File: config.mk
export PLATFORM = sky130hd
export DESIGN_NAME = div_sequencer
export DESIGN_NICKNAME = d
export VERILOG_FILES = /design/src/rtl/div_sequencer.sv
export SDC_FILE = /design/constraint.sdc
export NUM_CORES = 1
export LEC_CHECK = 0
export CORE_MARGIN = 2
export CORE_UTILIZATION = 57
export DETAILED_ROUTE_END_ITERATION = 8
export HOLD_SLACK_MARGIN = 0.1
export PLACE_DENSITY = 0.85
export RECOVER_POWER = 50
export SYNTH_ARGS = -nofsm -noshare
export SYNTH_HDL_FRONTEND = slang
export SYNTH_SLANG_ARGS = --single-unit
File: constraint.sdc
create_clock -name clk -period 4.46 [get_ports clk]
set_input_delay 0.446 -clock clk [delete_from_list [all_inputs] [get_ports clk]]
set_output_delay 0.446 -clock clk [all_outputs]
set_load 0.01 [all_outputs]
File: src/rtl/div_sequencer.sv
// Multi-cycle DIV/DIVU sequencer: restoring shift-subtract divider with sign fix-up,
// pipeline stall handshake and flush abort. Result is {remainder, quotient}.
module div_sequencer #(
  parameter int WIDTH = 32
) (
  input  logic               clk,
  input  logic               reset,
  input  logic               start,
  input  logic               signed_op,
  input  logic [WIDTH-1:0]   dividend,
  input  logic [WIDTH-1:0]   divisor,
  input  logic               flush,
  output logic               ex_stall,
  output logic               done,
  output logic [2*WIDTH-1:0] WHILO_Data
);

  localparam int CW = $clog2(WIDTH);

  typedef enum logic [2:0] {S_IDLE, S_PREP, S_RUN, S_FIX, S_DONE} state_t;

  state_t r_state, w_next_state;

  logic [WIDTH-1:0]   r_a, r_b, r_q, r_rem;
  logic [CW-1:0]      r_cnt;
  logic               r_signed, r_qs, r_rs;
  logic [2*WIDTH-1:0] r_whilo;

  logic [WIDTH-1:0]   w_abs_a, w_abs_b, w_q_fix, w_r_fix;
  logic [WIDTH:0]     w_shift, w_diff;
  logic               w_fits, w_last;

  assign w_abs_a = (r_signed && r_a[WIDTH-1]) ? -r_a : r_a;
  assign w_abs_b = (r_signed && r_b[WIDTH-1]) ? -r_b : r_b;

  // Partial remainder stays below the divisor, so the 33-bit shifted value minus the
  // divisor has its top bit set exactly when the subtraction would go negative.
  assign w_shift = {r_rem, r_q[WIDTH-1]};
  assign w_diff  = w_shift - {1'b0, r_b};
  assign w_fits  = ~w_diff[WIDTH];
  assign w_last  = (r_cnt == CW'(WIDTH - 1));

  assign w_q_fix = (r_signed && r_qs) ? -r_q   : r_q;
  assign w_r_fix = (r_signed && r_rs) ? -r_rem : r_rem;

  always_ff @(posedge clk) begin
    if (reset) r_state <= S_IDLE;
    else       r_state <= w_next_state;
  end

  always_comb begin
    // NOTE: every always_comb output gets a default before the case so no path leaves it unassigned (no latch).
    w_next_state = r_state;
    case (r_state)
      S_IDLE:  if (start) w_next_state = S_PREP;
      S_PREP:  w_next_state = (r_b == '0) ? S_DONE : S_RUN;
      S_RUN:   if (w_last) w_next_state = S_FIX;
      S_FIX:   w_next_state = S_DONE;
      S_DONE:  w_next_state = S_IDLE;
      default: w_next_state = S_IDLE;
    endcase
    if (flush) w_next_state = S_IDLE;
  end

  always_ff @(posedge clk) begin
    // NOTE: sequential state uses non-blocking assignments so every register samples pre-edge values.
    if (reset) begin
      r_a      <= '0;
      r_b      <= '0;
      r_q      <= '0;
      r_rem    <= '0;
      r_cnt    <= '0;
      r_signed <= 1'b0;
      r_qs     <= 1'b0;
      r_rs     <= 1'b0;
      r_whilo  <= '0;
    end else begin
      case (r_state)
        S_IDLE: begin
          if (start && !flush) begin
            r_a      <= dividend;
            r_b      <= divisor;
            r_signed <= signed_op;
          end
        end
        S_PREP: begin
          r_q   <= w_abs_a;
          r_b   <= w_abs_b;
          r_rem <= '0;
          r_cnt <= '0;
          r_qs  <= r_a[WIDTH-1] ^ r_b[WIDTH-1];
          r_rs  <= r_a[WIDTH-1];
          // Divide-by-zero completes here with the raw dividend as remainder.
          if (r_b == '0 && !flush) r_whilo <= {r_a, {WIDTH{1'b1}}};
        end
        S_RUN: begin
          r_rem <= w_fits ? w_diff[WIDTH-1:0] : w_shift[WIDTH-1:0];
          r_q   <= {r_q[WIDTH-2:0], w_fits};
          r_cnt <= r_cnt + CW'(1);
        end
        S_FIX: begin
          if (!flush) r_whilo <= {w_r_fix, w_q_fix};
        end
        default: ;
      endcase
    end
  end

  assign ex_stall   = !flush && ((r_state == S_IDLE && start) ||
                                 (r_state inside {S_PREP, S_RUN, S_FIX}));
  assign done       = (r_state == S_DONE);
  assign WHILO_Data = r_whilo;

endmodule

==> Yosys cells after proc, flatten, opt, wreduce, memory -nomap -nowiden <==
Index checks and enable logic that the tools add are counted.
W data, S select, Z words.
{ "word_totals": {"latch_bits": 0, "regBits": 203, "n_memories": 0, "ramBits": 0, "inputBits": 69, "mem_bits_ro": 0} }
{ "classes": {"mul": 0, "bitwise": 2, "n_mux": 17, "addsub": 6, "n_eq_ne": 11, "shifts": 0, "n_div": 0, "n_reduce_logical": 21, "n_lt_le_gt_ge": 0} }
{ "ops": {"columns": ["op", "count"], "rows": [
  ["$mux W32", 6],
  ["$pmux W32 S2", 3],
  ["$mux W64", 2],
  ["$neg A32 Y32", 4],
  ["$pmux W64 S2", 1],
  ["$sub A33 B32 Y33", 1],
  ["$logic_not A32 Y1", 1],
  ["$ne A2 B2 Y1 const B", 6],
  ["$pmux W3 S4", 1],
  ["$pmux W5 S2", 1],
  ["$mux W3", 3],
  ["$logic_and A1 B1 Y1", 8],
  ["$eq A3 B2 Y1 const B", 2],
  ["$reduce_and A3 Y1", 2],
  ["$reduce_bool A2 Y1", 3],
  ["$add A5 B1 Y5 const B", 1],
  ["$eq A5 B5 Y1 const B", 1],
  ["$reduce_and A2 Y1", 2],
  ["$eq A3 B1 Y1 const B", 1],
  ["$eq A3 B3 Y1 const B", 1],
  ["$logic_not A3 Y1", 1],
  ["$reduce_bool A3 Y1", 1],
  ["$reduce_or A2 Y1", 1],
  ["$logic_not A1 Y1", 1],
  ["other kinds (3)", 3]
]} }

==> Logic depth before layout (Yosys ltp) <==
Gate-level depths: netlist of the first run.
{ "depth": {"depth_word": 4, "mapped_depth": 14} }

==> Least setup slack after synthesis of the first run <==
No wires, ideal clock.
{ "synth_timing": {"path_kind": "register -> register", "from": "register r_b[26]", "to": "register r_rem[2]", "arrival_ns": 3.050, "required_ns": 4.333, "stages_incl_launch_ff": 14, "slack_ns": 1.282, "period_less_slack_ns": 3.178, "cell_sequence": "dfxtp_1 inv_1 ha_1 clkbuf_1 a21o_1 a2111oi_0 o21a_1 mux2_2 a41o_1 or2_1 buf_4 buf_4 a31oi_1 o21ai_1"} }
{ "synth_via": {"elab_chain_len": 3} }
{ "synth_lines": {"columns": ["element", "line_no", "rtl"], "rows": [
  ["start, declared", "24", "logic [WIDTH-1:0] r_a, r_b, r_q, r_rem;"],
  ["start signal, assigned", "82", "r_b <= divisor;"],
  ["start signal, assigned", "88", "r_b <= w_abs_b;"],
  ["$sub A33 B32 Y33", "39", "assign w_diff = w_shift - {1'b0, r_b};"],
  ["$mux W32", "97", "r_rem <= w_fits ? w_diff[WIDTH-1:0] : w_shift[WIDTH-1:0];"],
  ["$pmux W32 S2", "78", "case (r_state)"],
  ["end signal, assigned", "97", null],
  ["end, declared", "24", null]
]} }
Every way passes these cells.
A chain may end at the register's enable or synchronous reset.

==> Worst setup path in the final report of the first run <==
{ "layout_timing": {"from": "register r_q[31]", "to": "register r_rem[22]"} }
{ "layout_via": {"elab_chain_len": 3} }
{ "layout_lines": {"columns": ["element", "line_no", "rtl"], "rows": [
  ["start, declared", "24", null],
  ["start signal, assigned", "87", "r_q <= w_abs_a;"],
  ["start signal, assigned", "98", "r_q <= {r_q[WIDTH-2:0], w_fits};"],
  ["$sub A33 B32 Y33", "39", null],
  ["$mux W32", "97", null],
  ["$pmux W32 S2", "78", null]
]} }
Every way passes these cells.

==> results of run 1 <==
-- flip-flops by register name, summed over array words and instances (netlist names) --
register,flops
WHILO_Data,64
r_a,32
r_b,32
r_q,32
r_rem,32
r_cnt,5
r_state,3
r_qs,1
r_rs,1
r_signed,1
-- power by group --
group	switching (uW)	internal [uW]	leakage [uW]
logic	419	281	0.00336
clock network	780	1420	0.000430
registers	59.7	1850	0.00164
-- worst max-delay path: stages, from the launching register on --
cell and delay (ns):
dfxtp_1 0.34, inv_1 0.09, ha_1 0.22, fa_1 0.38
nand2b_1 0.20, a21oi_1 0.22, o21ai_1 0.15, o21ai_1 0.25
o21ai_1 0.25, o221ai_1 0.55, or2_1 0.18, buf_4 0.38
mux2i_1 0.28, o21ai_1 0.09
-- worst min path at each step --
stage                   startpoint             end  slack, ns  depth (start not counted)
CTS                          reset  WHILO_Data[26]       0.43                          2
global placement    WHILO_Data[42]  WHILO_Data[42]       0.44                          2
floorplan                     r_rs            r_rs       0.44                          2
global route                 reset  WHILO_Data[28]       0.47                          2
finish                       reset  WHILO_Data[26]       0.43                          2
detailed placement  WHILO_Data[47]  WHILO_Data[47]       0.45                          2
-- cell families after synthesis --
kind of cell,after synthesis
fa+ha+maj,39
compound gates,526
buf+inv,154
simple gates,557
xor+xnor,112
mux,21
flops,203
-- layer usage --
metal	share of wire	up-vias	routed length (um)	global-route usage
met5	0.00026	-	9	0
met4	0.035	2	1197	0.1151
met3	0.067	92	2321	0.03455
met2	0.48	510	16650	0.5178
met1	0.42	5638	14360	0.3884
li1	-	5907	-	-
-- metrics by stage --
step / std cells / setup WS, ns / hold slack (ns)
floorplan: 1612 / 1.282 / 0.4450
global placement: 1935 / 0.9418 / 0.4445
detailed placement: 1935 / 0.7805 / 0.4482
CTS: 1975 / 0.7189 / 0.4299
global route: 1975 / 0.4126 / 0.4728
finish: 1975 / 0.7074 / 0.4292
-- cells in the final DEF, fill, tap and decap left out, types with 23 or more instances in the layout --
master             n
nand2_1          239
dfxtp_1          203
a21oi_1          196
nor2_1           159
clkdlybuf4s50_1   67
o21ai_0           66
dlygate4sd3_1     66
xnor2_1           57
xor2_1            55
inv_1             54
nor3_1            42
ha_1              38
a211oi_1          37
a22oi_1           36
o211ai_1          33
o31ai_1           28
clkbuf_16         23
-- cell type report --
type | instances | area [sq um]
timing repair buffer | 148 | 1433
sequential | 203 | 4064
inverter | 54 | 202.7
clock inverter | 11 | 237.7
clock buffer | 29 | 638.1
multi-input combinational | 1255 | 7506
tap | 275 | 344.1
fill | 1729 | 6596
==> results.md, run 1 <==
- Of the post-synthesis cell area, the dominant cell type holds 0.3337.
- The worst hold-check path type is in2reg.
- The final reports fail on max-capacitance violations, max-slew violations.
- The critical path startpoint category is a register.
- dfxtp_1 takes more of the synthesized area than any other cell.
- The end point of the critical path is r_rem[22].
- The final critical-path required period is about 3.8 ns.
- The maximum net fanout on the critical path is 27.
- The summed negative setup slack over all endpoints is 0 ns.
- STA puts the critical path data required time at about 4.8 ns.
- The most used flip-flop cell after synthesis is dfxtp_1.
- The count of instances resized after the clock tree is built is 0.
- The hold buffer count at cts is 0.
- For the worst setup path, the data arrival time is 4.10 ns.
- The mean instance size in the synthesized netlist is 7.555 sq um.
- The reg2reg setup slack is ~0.71 ns.
- The overall power after layout is a little under 5000 uW.
- The cell row count is 53.
- The clock transition time at the flip-flop clock pins of the worst setup and hold paths is about 0.060 ns.
- The critical path endpoint category is a register.
- Setup repair after global routing left no endpoint under its margin.
- The core region is between 20000 and 25000 sq um.
- The hold violation count in the final report is 0.
- The half-perimeter wire length of the detailed placement result is 24880 um.
- The global-route wire length before repair is 55880 um.
- The antenna diode instance count is 0.
- The number of antenna-violating nets in the routed design is 0.
- Counting along the longest clock path gives a buffer depth of 3.
- Compared with the post-synthesis result, the final layout area differs by 18.45%.
- Of the total synthesized cell area, the portion taken by AND, OR, NAND and NOR gates is 0.2060.
- By count the netlist is led by 239 x nand2_1, 203 x dfxtp_1, 196 x a21oi_1.
- In this run the post-CTS setup repair buffer count came out at 0.
- The layout cell share with drive strength beyond 1 is 0.04353.
- The slew at the pin with the worst max-slew slack is between 2 and 2.5 ns.
- The finished cells cover between 10000 and 15000 sq um.
- In this run the critical register-to-register path is captured at r_rem[22].
- The via count of the first global-routing pass was roughly 11000.
- The pin count of the biggest net entering global routing is 70.
- The multiplexer area fraction after synthesis is 0.01736.
- The synthesized flop and latch total is just over 200.
- The synthesized-area fraction occupied by ao, oa, aoi and oai cells is 0.2693.
- In the final design database the tool counted around 1800 nets.
- Input and output buffers added on the ports amount to between 100 and 150.
- Dividing the detail-routed via count by the number of cells gives approximately 6.
- Summed over all layers, the routed wires come to 34540 um.
- The number of vias after detailed routing is 12150.
- The final setup skew is ~0.017 ns.
- The synthesized netlist occupies a cell area of approximately 12000 sq um.
- In the synthesized netlist the async set-or-reset flop fraction comes to 0.
- The count of unique library cells instantiated by Yosys is 70.
- The I/O pin total is roughly 140.
- The core occupancy in the finished layout is 0.6862.
- The number of max-slew violations in the final report is about 140.
- Dividing total power by cell area gives a power density of around 330 nW/um^2.
- The clock network latency to the later pin of the worst-skew pair is roughly 0.52 ns.
- In this run the static leakage power is about 0.0054 uW.
- The maximum achievable frequency is ~270 MHz.
- The depth of the worst register-to-register path is 13.
- In the routed design, unresolved DRC markers number 0.
- Of the total synthesized cell area, the portion taken by XOR and XNOR cells is 0.08055.
- The floorplan step set the die height to about 150 um.
- The worst-case headroom to the max-slew limit is -0.3659.
- The cell at the root of the clock tree is clkbuf_16.
- The number of flops mapped to enable cells by yosys is 0.
- During synthesis, Yosys emitted a total of 0 warnings.
- The number of detailed-routing iterations run before antenna repair is 8.
- The wire length per cell after detailed routing is roughly 17 um.
- Among all cell types in the netlist, the one instantiated most often is nand2_1.
- TritonCTS created 23 clock buffers.
- Setup violations remaining at the end of the flow were counted as 0.
- The clock sink total is 203.
- TritonCTS built the clock tree.
- Max-cap violations in this run came to 4.
- The run finished, with violations left.
- The level count of the clock H-tree is 1.
- Across the VDD grid, the largest voltage drop is 0.0002532 V.
- The number of antenna violations at the first check in global routing is 1.
- The placed instances occupy a cell area of roughly 14000 sq um.
- The combinational family with the most area after synthesis is compound AO/OA/AOI/OAI gates.
- From left edge to right edge, the die measures approximately 150 um.
- For this run, the register share of the synthesized area comes to 0.3337.
- Tracing the worst setup path back leads to its startpoint at r_q[31].
- The start-to-end type of the worst setup path is reg2reg.
- The count of mapped cells out of synthesis is between 1500 and 2000.
- The floorplan die area is 22550 sq um.
- The DRC marker count from the first detailed-route iteration is 1060.
- Synthesis produced a netlist with a net count of around 1700.
- The startpoint of the most critical register-to-register path is r_q[31].
- For this configuration, the core starts out at a cell density of 0.5793.
- For this run the aggregate overflow at the end of global routing stands at 0.
- In the global route stage, overall resource usage came out at 0.3013.
- The final RePlAce weighted congestion is 0.9134.
- Of the total synthesized cell area, the portion taken by full adders, half adders and majority gates is 0.04069.
- By area the synthesized netlist is led by dfxtp_1 33%, a21oi_1 8.1%, nand2_1 7.4%.
- Dividing the final minimum period by the clock period gives 0.8414.
Power figures use the tool's default switching activity.
==> inputs of run 2 (changes only) <==
clock period = 3.66 ns   (was 4.46 ns; I/O delays follow)
==> run 2 against run 1 <==
The run still ends with max-capacitance violations, max-slew violations left. Clock skew shrank 0.0022 ns. Sequential power is 22% higher. Total power up 14%. Global-route usage down 0.34 points. Largest cell class unchanged. Largest power group is now registers. Highest routed layer is now met4.
==> results.md, run 2 (synthesis results as in run 1) <==
- The path class of the tightest hold or removal check is in2reg.
- The number of placed instances, taps included is 1943 (+0.41%).
- The data required time of the worst path is 4.02 ns (-0.79 ns).
- The checks that failed: max-capacitance violations, max-slew violations.
- The die extent in y is 150.2 um (unchanged).
- In the layout the commonest cells are 239 x nand2_1, 203 x dfxtp_1, 196 x a21oi_1.
- The worst-case headroom to the max-slew limit is -0.3811 (-0.01530).
- The deepest clock path buffer count came to 3 (unchanged).
- The width of the die is 150.2 um (unchanged).
- The number of vias after detailed routing came to 12140 (-0.099%).
- The final RePlAce weighted congestion is 0.9019 (-1.3%).
- The arrival time at the worst endpoint came to 3.80 ns (-0.30 ns).
- Compared with the post-synthesis result, the final layout area differs by 18.03%.
- The DRC violation count after routing came to 0 (unchanged).
- The half-perimeter wire length of the detailed placement result came to 24690 um (-0.75%).
- The maximum net fanout on the critical path is 27 (unchanged).
- The number of antenna-violating nets in the routed design is 0 (unchanged).
- The count of input and output buffers is 134 (unchanged).
- The end point of the critical path is r_rem[2].
- The run finished, with violations left.
- The maximum achievable frequency is 290.4 MHz (+9.0%).
- The met2 track utilization from global routing came to 0.5119 (-0.005936).
- The vias per cell came to 6.117 (-0.55%).
- In this run the critical register-to-register path is launched from r_rem[24].
- The placed standard-cell area is 13660 sq um (+0.63%).
- The global-route wire length before repair is 55180 um (-1.3%).
- The reg2reg setup slack is 0.22 ns (-0.49 ns).
- The slew at the pin with the worst max-slew slack is 2.072 ns (+0.03049 ns).
- The final critical-path required period is 3.443 ns (-0.3093 ns).
- The I/O pin total came to 135 (unchanged).
- The clock sink total was 203 (unchanged).
- The cell row count was 53 (unchanged).
- The TritonCTS buffer count is 23 (unchanged).
- The number of flip-flops in the largest register is 64 (unchanged).
- The antenna diode instance count is 0 (unchanged).
- The count of instances resized after the clock tree is built is 0 (unchanged).
- The area of all placed cells without fillers is 14370 sq um (-0.36%).
- The share of the clock period used by the worst path is 0.9408 (+0.09939).
- The tree is rooted in a clkbuf_16.
- The leakage component of the power came to 0.005401 uW (-0.59%).
- The critical path endpoint category is a register.
- The combined global-route utilization of all metal layers is 0.2979 (-0.003396).
- The final setup skew came to 0.01496 ns (-0.002204 ns).
- The hold violation count in the final report was 0 (unchanged).
- The core outline area came to 21020 sq um (unchanged).
- The total global routing overflow is 0 (unchanged).
- The pin count of the biggest net entering global routing is 99 (+41%).
- Leaving out fill and tap cells, the most frequent cell in the layout is nand2_1.
- The number of maximum-capacitance violations is 4 (unchanged).
- STA classifies the critical path startpoint as a register.
- The final-stage net count is 1801 (+0.45%).
- The hold buffer count at cts is 0 (unchanged).
- The wire length per cell after detailed routing is 17.38 um (-0.61%).
- The post-CTS setup-driven buffer insertion count was 0 (unchanged).
- The layout cell share with drive strength beyond 1 was 0.04506 (+0.001526).
- The clock transition time at the flip-flop clock pins of the worst setup and hold paths is 0.06 ns (about the same).
- In this run the critical register-to-register path is captured at r_rem[2].
- The number of antenna violations at the first check in global routing came to 0 (-1).
- The met3 track demand over resource in global routing was 0.03939 (+0.004848).
- The number of detailed-routing iterations run before antenna repair is 5 (-3).
- The number of setup violations in the final report is 0 (unchanged).
- The worst ir drop on vdd is 0.0002771 V (+9.4%).
- The non-filler instance count after layout is 1984 (+0.46%).
- The DRC marker count from the first detailed-route iteration is 1047 (-1.2%).
- The start-to-end type of the worst setup path is reg2reg.
- The total routed wirelength was 34490 um (-0.16%).
- The floorplan die area is 22550 sq um (unchanged).
- The depth of the worst register-to-register path was 11 (-2).
- met2 is the most crowded layer.
- The clock network latency to the later pin of the worst-skew pair is 0.52 ns (about the same).
- The cell area power density is 382.8 nW/um^2 (+15%).
- The level count of the clock H-tree is 1 (unchanged).
- The most critical setup path has its startpoint at r_rem[24].
- The CTS tree is built.
- The number of max-slew violations in the final report is 244 (+69%).
- The summed negative setup slack over all endpoints is 0 ns (unchanged).
- Setup repair after global routing left no endpoint under its margin.
- The met1 usage in global routing is 0.3814 (-0.006912).
- The initial core utilization is 0.5793 (unchanged).
- The via count of the first global-routing pass was 11170 (-1.8%).
-- run 2: power by group --
group | leakage (uW) | switching, uW | internal, uW
Clock | 0.000365 | 927 | 1380
Sequential | 0.00164 | 72.5 | 2260
Combinational | 0.00339 | 511 | 351
Total | 0.00540 | 1510 | 3990
-- run 2: how the worst min path moves through the flow --
stage                     end            from  cells past startpoint
4_1_cts               r_a[20]    dividend[20]                      3
3_3_place_gp   WHILO_Data[42]  WHILO_Data[42]                      2
6_report              r_a[20]    dividend[20]                      3
5_1_grt               r_a[21]    dividend[21]                      3
2_1_floorplan            r_rs            r_rs                      2
3_5_place_dp   WHILO_Data[42]  WHILO_Data[42]                      2
-- run 2: metrics by stage --
stage               setup WS [ns]  total power (uW)  utilization  hold slack [ns]
CTS                        0.2563              5504       0.6852           0.3887
floorplan                  0.4824              2963            -           0.4450
global route             0.006499              5684       0.6838           0.4088
finish                     0.2167              5502       0.6838           0.4031
detailed placement         0.2743              3222       0.6496           0.4527
global placement           0.4354              3200       0.6496           0.4450
-- run 2: layout make-up --
cell class / instances / area [sq um]
multi-input cells: 1255 / 7505
fillers: 1708 / 6648
flip-flops and latches: 203 / 4064
repair buffers: 156 / 1510
clock buffers: 34 / 656.9
well taps: 275 / 344.1
inverters: 54 / 202.7
clock inverters: 7 / 91.34
-- run 2: per-layer routing --
metal | vias up | wire length, um
met4 | 0 | 1072
met5 | - | 0
met2 | 484 | 16710
li1 | 5911 | -
met1 | 5660 | 14340
met3 | 82 | 2365
-- run 2: critical path, stage by stage (launching register included) --
cell       delay [ns]
dfxtp_1          0.50
ha_1             0.36
a21o_1           0.19
a21o_1           0.17
a2111oi_0        0.44
o21a_1           0.23
mux2_2           0.34
a41o_1           0.30
or2_1            0.29
buf_12           0.19
a31oi_1          0.19
o21ai_1          0.07
==> inputs of run 3 (changes only) <==
SKIP_LAST_GASP = 1   (was not set)
==> results of run 3 <==
No change in the layout: final DEF, timing and power equal those of run 2.
==> variant: new RTL, config.mk and constraints of run 2 <==
Add an input register stage for `dividend`, cleared by the reset; this delays it by one clock. The other inputs are not delayed to match.
--- a/src/rtl/div_sequencer.sv
+++ b/src/rtl/div_sequencer.sv
@@ -18,6 +18,16 @@
   localparam int CW = $clog2(WIDTH);
 
   typedef enum logic [2:0] {S_IDLE, S_PREP, S_RUN, S_FIX, S_DONE} state_t;
+
+  logic [WIDTH-1:0] dividend_q;
+
+  always_ff @(posedge clk) begin
+    if (reset) begin
+      dividend_q <= '0;
+    end else begin
+      dividend_q <= dividend;
+    end
+  end
 
   state_t r_state, w_next_state;
 
@@ -78,7 +88,7 @@
       case (r_state)
         S_IDLE: begin
           if (start && !flush) begin
-            r_a      <= dividend;
+            r_a      <= dividend_q;
             r_b      <= divisor;
             r_signed <= signed_op;
           end
Function: changed (Yosys sat finds a counterexample within 4 cycles, from zero or initial values and one cycle with reset high).
==> variant against run 2 <==
The run still ends with capacitance limit, slew limit left. Final area grew 8.0%. Die area grew 6.8%. Sequential cell count grew 32. Wire length grew 8.9%. Synthesized area grew 7.0%. First-iteration DRC count grew 28%. Cell count grew 5.5%. Total power grew 12%. Worst setup slack lost 80 ps. Highest routed layer unchanged.
==> variant: results (changes against run 2) <==
* Detailed-placement wirelength estimate: 26.3 mm (+6.3%)
- The number of max-cap violations is 1 (-3).
* Most instantiated cells after synthesis: sky130_fd_sc_hd__nand2_1 (241), sky130_fd_sc_hd__dfxtp_1 (235), sky130_fd_sc_hd__a21oi_1 (191)
* Most area-consuming cells after synthesis: sky130_fd_sc_hd__dfxtp_1 (36%), sky130_fd_sc_hd__a21oi_1 (7.3%), sky130_fd_sc_hd__nand2_1 (6.9%), sky130_fd_sc_hd__nor2_1 (4.9%), sky130_fd_sc_hd__xnor2_1 (4.4%)
- Worst slack at placement: 263 ps (-10.8 ps)
- The placer congestion estimate was 0.915 (+1.5%).
- The final reports fail on capacitance limit, slew limit.
* Wire length of the first global-routing pass: 59.5 mm (+7.9%)
- WL per Instance: 17.9 um (+3.2%)
- Origin of the worst min-delay path: dividend[13]
- Crit path largest cell delay: 550 ps (+50 ps)
- The static leakage came to 5.90 nW (+9.2%).
- Number of cells on the worst reg-to-reg path: 8 (-3)
* Clock skew: 7.53 ps (-7.43 ps)
- The startpoint identified for the worst register-to-register timing path is r_b[0].
- Count of pins over their slew limit: 55 (-77%)
* R2r endpoint: r_b[29]
* Slack of the worst reg-to-reg path: 140 ps (-80 ps)
* Part of the Yosys area used for sequential elements: 36.1% (+2.7 points)
- The worst hold path terminates at dividend_q[13].
- The tightest slew margin relative to the limit came to -72.7% (-35 points).
* Clk Latency, worst-skew pair: 540 ps (+20 ps)
* Total Nets Final: 1898 (+5.4%)
- Hold WS: 372 ps (-30.9 ps)
- The total via count in the routed design was 12893 (+6.2%).
- Outcome: finished, violations left
- Worst hold path depth: 2 (-1)
- The arrival time reported for the critical path endpoint is 3820 ps (+20 ps).
- The total global-route track usage was 30.3% (+0.49 points).
- Part of the power in registers: 43.5% (+1.1 points)
- The final non-filler cell total is 2094 (+5.5%).
- The via count of the first global-routing pass came to 11565 (+3.5%).
* Internal power component: 0.00452 W (+13%)
* Ratio of cells with drive above 1 in the final layout: 5.20% (+0.69 points)
* Pin count of the biggest net entering global routing: 91 (-8.1%)
## variant: changes by cell type after synthesis, sizes merged, moves of 11 or more
cell and delta:
clkbuf +20, o22ai -16, dfxtp +32, nor2 +11, nor2b +37
## variant: how the worst max path moves through the flow
stage | end | from | slack, ps
global route | r_rem[5] | r_q[31] | 20
finish | r_b[29] | r_b[0] | 140
floorplan | r_rem[10] | r_q[31] | 210
CTS | r_rem[1] | r_q[31] | 200
detailed placement | r_rem[11] | r_q[31] | 260
global placement | r_b[31] | r_b[0] | 300
## variant: cell families (layout without fill, tap and decap cells)
logic type	Yosys count	count (layout)	synth area share [%]
adder cells (fa/ha/maj)	39	39	3.80
XOR/XNOR	116	116	7.80
multiplexers	25	25	1.92
flip-flops	235	235	36.1
AND/OR/NAND/NOR	611	611	21.2
AO/OA/AOI/OAI	509	509	24.3
buffers and inverters	167	274	4.84
## variant: critical path, delay by kind of cell (launching register included)
| kind | cells | cell delay, ps |
|---|---|---|
| AOI/OAI and AO/OA | 2 | 250 |
| and+or+nand+nor | 6 | 2680 |
| DFF | 1 | 350 |
## variant: cell type report
| class | instances | area (um^2) |
|---|---|---|
| multi-input cells | 1300 | 7730 |
| fillers | 1810 | 7050 |
| flip-flops and latches | 235 | 4700 |
| repair buffers | 173 | 1680 |
| clock buffers | 38 | 734 |
| well taps | 285 | 357 |
| inverters | 55 | 206 |
| clock inverters | 8 | 110 |
## variant: what timing repair did
item | CTS | global route
setup endpoints to repair | 0 | 30
buffers inserted | 0 | 3
resized for setup | 0 | 1
## variant: layer usage
metal / GRT usage, % / wire (um)
met1: 43.1 / 16300
met2: 46.1 / 16300
met3: 4.37 / 3290
met4: 12.8 / 1680
met5: 0 / 0
